### src/rtl/mram_xfer_sched.sv
// rtl/mram_xfer_sched.sv - MRAM transfer scheduler: single/burst word issue to the serializer with abort.
module mram_xfer_sched #(
   parameter int ADDR_W = 16,
   parameter int LEN_W  = 6
) (
   input  logic              clk,
   input  logic              rst,
   input  logic              req_valid,
   output logic              req_ready,
   input  logic              req_mode,
   input  logic [ADDR_W-1:0] req_addr,
   input  logic [LEN_W-1:0]  req_len,
   input  logic              abort,
   output logic              ser_valid,
   output logic [ADDR_W-1:0] ser_addr,
   output logic              ser_last,
   input  logic              ser_ready,
   input  logic              ser_done,
   output logic              busy,
   output logic              done,
   output logic              aborted,
   output logic [LEN_W-1:0]  word_cnt
);

   typedef enum logic [1:0] {IDLE, ISSUE, WAIT, DONE} state_t;

   state_t            state;
   logic [ADDR_W-1:0] cur_addr;
   logic [LEN_W-1:0]  rem;
   logic              abort_pending;
   logic              last_q;

   assign req_ready = (state == IDLE);
   assign busy      = (state != IDLE);
   assign ser_valid = (state == ISSUE);
   assign ser_addr  = cur_addr;
   assign ser_last  = last_q;
   assign done      = (state == DONE);
   assign aborted   = (state == DONE) && abort_pending;

   always_ff @(posedge clk) begin
      if (rst) begin
         state         <= IDLE;
         cur_addr      <= '0;
         rem           <= '0;
         abort_pending <= 1'b0;
         last_q        <= 1'b0;
         word_cnt      <= '0;
      end else begin
         case (state)
            IDLE: begin
               if (req_valid) begin
                  cur_addr      <= req_addr;
                  word_cnt      <= '0;
                  abort_pending <= 1'b0;
                  // Singles ignore req_len; a zero-length burst still moves one word.
                  if (!req_mode || req_len == '0) begin
                     rem    <= LEN_W'(1);
                     last_q <= 1'b1;
                  end else begin
                     rem    <= req_len;
                     last_q <= (req_len == LEN_W'(1));
                  end
                  state <= ISSUE;
               end
            end
            ISSUE: begin
               if (ser_ready) begin
                  if (abort) abort_pending <= 1'b1;
                  last_q <= 1'b0;
                  state  <= WAIT;
               end else if (abort) begin
                  abort_pending <= 1'b1;
                  last_q        <= 1'b0;
                  state         <= DONE;
               end
            end
            WAIT: begin
               if (abort) abort_pending <= 1'b1;
               if (ser_done) begin
                  word_cnt <= word_cnt + LEN_W'(1);
                  if (rem == LEN_W'(1) || abort_pending || abort) begin
                     state <= DONE;
                  end else begin
                     cur_addr <= cur_addr + ADDR_W'(1);
                     rem      <= rem - LEN_W'(1);
                     last_q   <= (rem == LEN_W'(2));
                     state    <= ISSUE;
                  end
               end
            end
            DONE: begin
               abort_pending <= 1'b0;
               state         <= IDLE;
            end
            default: state <= IDLE;
         endcase
      end
   end

endmodule
### config.mk
export PLATFORM = sky130hd
export DESIGN_NAME = mram_xfer_sched
export DESIGN_NICKNAME = d
export VERILOG_FILES = /design/src/rtl/mram_xfer_sched.sv
export SDC_FILE = /design/constraint.sdc
export NUM_CORES = 1
export LEC_CHECK = 0
export CORE_UTILIZATION = 39
export CTS_CLUSTER_SIZE = 16
export DETAILED_ROUTE_END_ITERATION = 10
export PLACE_DENSITY = 0.67
export SLEW_MARGIN = 20
export SYNTH_ARGS = -nofsm -noshare
export SYNTH_HDL_FRONTEND = slang
export SYNTH_SLANG_ARGS = --single-unit
### constraint.sdc
create_clock -name clk -period 2.7 [get_ports clk]
set_input_delay 0.54 -clock clk [delete_from_list [all_inputs] [get_ports clk]]
set_output_delay 0.54 -clock clk [all_outputs]
set_load 0.005 [all_outputs]
==> out/results.tsv <==
metric	value	unit
synth_top_cell_area_share	31.5	%
ant_nets	0	
final_core_util	56.8	%
antennaDiodeCount	0	
leading_post_synthesis_cells_by_instance_count	32 x dfxtp_1, 27 x nand2_1, 24 x a21oi_1, 24 x nor2_1, 12 x inv_1	
globalRoute.totalOverflow	0	
final.period_utilization	82.4	%
number_of_sinks_on_the_clock_net	32	
grt_first_pass_wirelength	9.07	mm
critical_path.n_buffers_inverters	2	
worst_setup_path_end_kind	register	
first_iter_violations	122	
postSynthAreaPerCell	8.01	um^2
die_boundary_height	74.2	um
yosys.cell_types.count	55	
crit_path_cell_trace	inv_1, ha_1, nor2b_4, nor3_4, and2_1, buf_4, nor2_1, a211oi_2	
synth.largest_area_cell	dfxtp_1	
post_cts_setup_buffer_count	0	
clk_pin_slew	70	ps
drt-pass1-iter-count	5	
vdd_ir_drop_max	0.000458	V
synth_edf_count	0	
rsz0062_at_grt	false	
final_max_slew_viol_count	0	
holdCritPathClass	register to register	
cp-start-kind	register	
share_of_synthesized_cell_area_in_and_or_nand_and_nor_gates	27.1	%
timing.final.hold_violations	0	
clockRootBuffer	clkbuf_8	
worst_margin_slew	476	ps
yosys_warnings	0	
worst_slew_margin_relative_to_its_limit	67.9	%
flip_flop_and_latch_count_after_synthesis	32	
worstPathMaxFanout	11	
critPathArrivalTime	2440	ps
final_layout_size_suffix_gt1_share	9.35	%
fp.coreArea	4880	um^2
synthMuxAreaShare	0.492	%
p_leak	1.03	nW
min_period	2220	ps
yosys-top-cells-area	dfxtp_1 31%, a21oi_1 5.9%, ha_1 5.5%	
holdBufCountCts	0	
worstSkewPairLatency	290	ps
worst_path_dominant_cell_family	simple AND/OR/NAND/NOR gates	
cts_tree	done	
fraction_of_synthesized_cell_area_in_xor_and_xnor_cells	2.15	%
power_density	970	nW/um^2
postSynth.topFlopCell	dfxtp_1	
vias	2096	
row_count	25	
holdCritStartpoint	ser_last	
worstSetupStartpoint	state[0]	
netlist_instances	254	
syn_nets	292	
critPathKind	register to register	
yosysSeqAreaShare	31.5	%
avgViaCountPerCell	5.56	
nets	347	
setup_tns	0	ps
synthArstFlopShare	0	%
status	finished, final reports clean	
cp_data_required_time	2920	ps
synth_top_family_by_area	simple AND/OR/NAND/NOR gates	
cts_max_level	2	
ioPinCount	57	
crit-reg2reg-launch	state[0]	
synth_area_in_adders	5.54	%
all_layer_gr_usage	21.4	%
dp.cells	369	
fin_skew	7.08	ps
detail_routed_net_length_per_standard_cell	14.5	um
fill_cells	481	
most_used_standard_cell_by_instance_count_after_synthesis	dfxtp_1	
post-route-drc-count	0	
place_congestion	0.845	
areaGrowthSynthToFinish	36.2	%
fmaxAchievable	0.449	GHz
detail_route.wirelength	5.47	mm
maximum_number_of_pins_on_one_net_before_global_route_repair	24	
die_area	5510	um^2
post_cts_resized	0	
mappedNetlistArea	2030	um^2
grt_antenna_before_repair	0	
max-clock-path-buffers	2	
synth_compound_gate_area_share	27.1	%
die_w	74.2	um
crit_path_max_incr_delay	430	ps
critical_path.slowest_cell	and2_1	
finish.cell_count_without_fillers	377	
final-setup-viol-count	0	
initial_utilization	41.7	%
grt_pass1_vias	1972	
maxCapViolCount	0	
cts_inserted_buffers	5	
detailedPlacementHpwl	3.95	mm
port_buffers	56	
## stage by stage
| step | setup WS (ps) | hold slack [ps] | total power, mW | area (um^2) |
|---|---|---|---|---|
| floorplan | 774 | 462 | 1.71 | 2030 |
| global placement | 349 | 468 | 2.21 | 2660 |
| detailed placement | 303 | 468 | 2.22 | 2660 |
| CTS | 468 | 477 | 2.69 | 2770 |
| global route | 335 | 506 | 2.90 | 2770 |
| finish | 475 | 467 | 2.69 | 2770 |
## sequential cells by signal (all words and copies together) (netlist names)
name / cells
abort_pending: 1
rem: 6
word_cnt: 6
ser_addr: 16
ser_last: 1
state: 2
## worst register-to-register path: stages (launching register included)
cell      delay (ps)
dfxtp_1          380
inv_1            110
ha_1             300
nor2b_4          190
nor3_4           280
and2_1           430
buf_4            230
nor2_1            50
a211oi_2         180
## layer usage
layer  up-vias  GRT usage (%)  share of wire [%]
li1       1038              -                  -
met1       984           27.8                 47
met2        66           34.8                 46
met3         8           5.83                6.6
met4         0           6.50                1.2
met5         -              0                  0
## logic make-up (layout without fill, tap and decap cells)
kind of cell / Yosys count / count (layout)
AOI/OAI and AO/OA: 79 / 79
xor gates and xnor gates: 5 / 5
adders and majority gates: 9 / 9
and+or+nand+nor: 100 / 100
muxes: 1 / 1
DFF: 32 / 32
buffers and inverters: 28 / 84
## report_power, final
group,leakage [nW],internal (mW),total [mW],switching [mW]
logic,0.709,0.673,1.38,0.712
registers,0.262,0.625,0.835,0.211
clock network,0.0541,0.273,0.466,0.193
## layout by cell type, fill, tap and decap left out, types with 4 or more instances in the layout
cell type	synthesis	routed
buf_4	0	8
nand3_1	9	9
o21ai_1	10	10
o21ai_0	6	6
nand2_1	27	27
o32ai_1	7	7
clkbuf_8	0	5
xor2_1	4	4
clkdlybuf4s50_1	0	56
and3_1	5	5
nor2b_1	5	5
a21oi_1	24	24
and2_1	4	4
nor3_1	4	4
ha_1	9	9
dfxtp_1	32	32
a31oi_1	4	4
inv_1	12	12
nor2_1	24	24
nand4_1	5	5
## cell type report
| cell class | count | area (um^2) | area share (%) |
|---|---|---|---|
| sequential | 32 | 641 | 23.1 |
| timing repair buffer | 64 | 621 | 22.4 |
| tap | 67 | 83.8 | 3.03 |
| clock inverter | 3 | 42.5 | 1.54 |
| inverter | 12 | 45.0 | 1.63 |
| clock buffer | 5 | 68.8 | 2.48 |
| multi-input combinational | 194 | 1270 | 45.8 |
## worst paths after layout
path                            depth (start not counted)  slack, ps           to
worst max-delay path                                    8        480  ser_addr[1]
worst min-delay path                                    2        470     ser_last
worst max register to register                          8        480  ser_addr[1]
worst min register to register                          2        470     ser_last
Note: power is estimated with default switching activity, not from simulation.
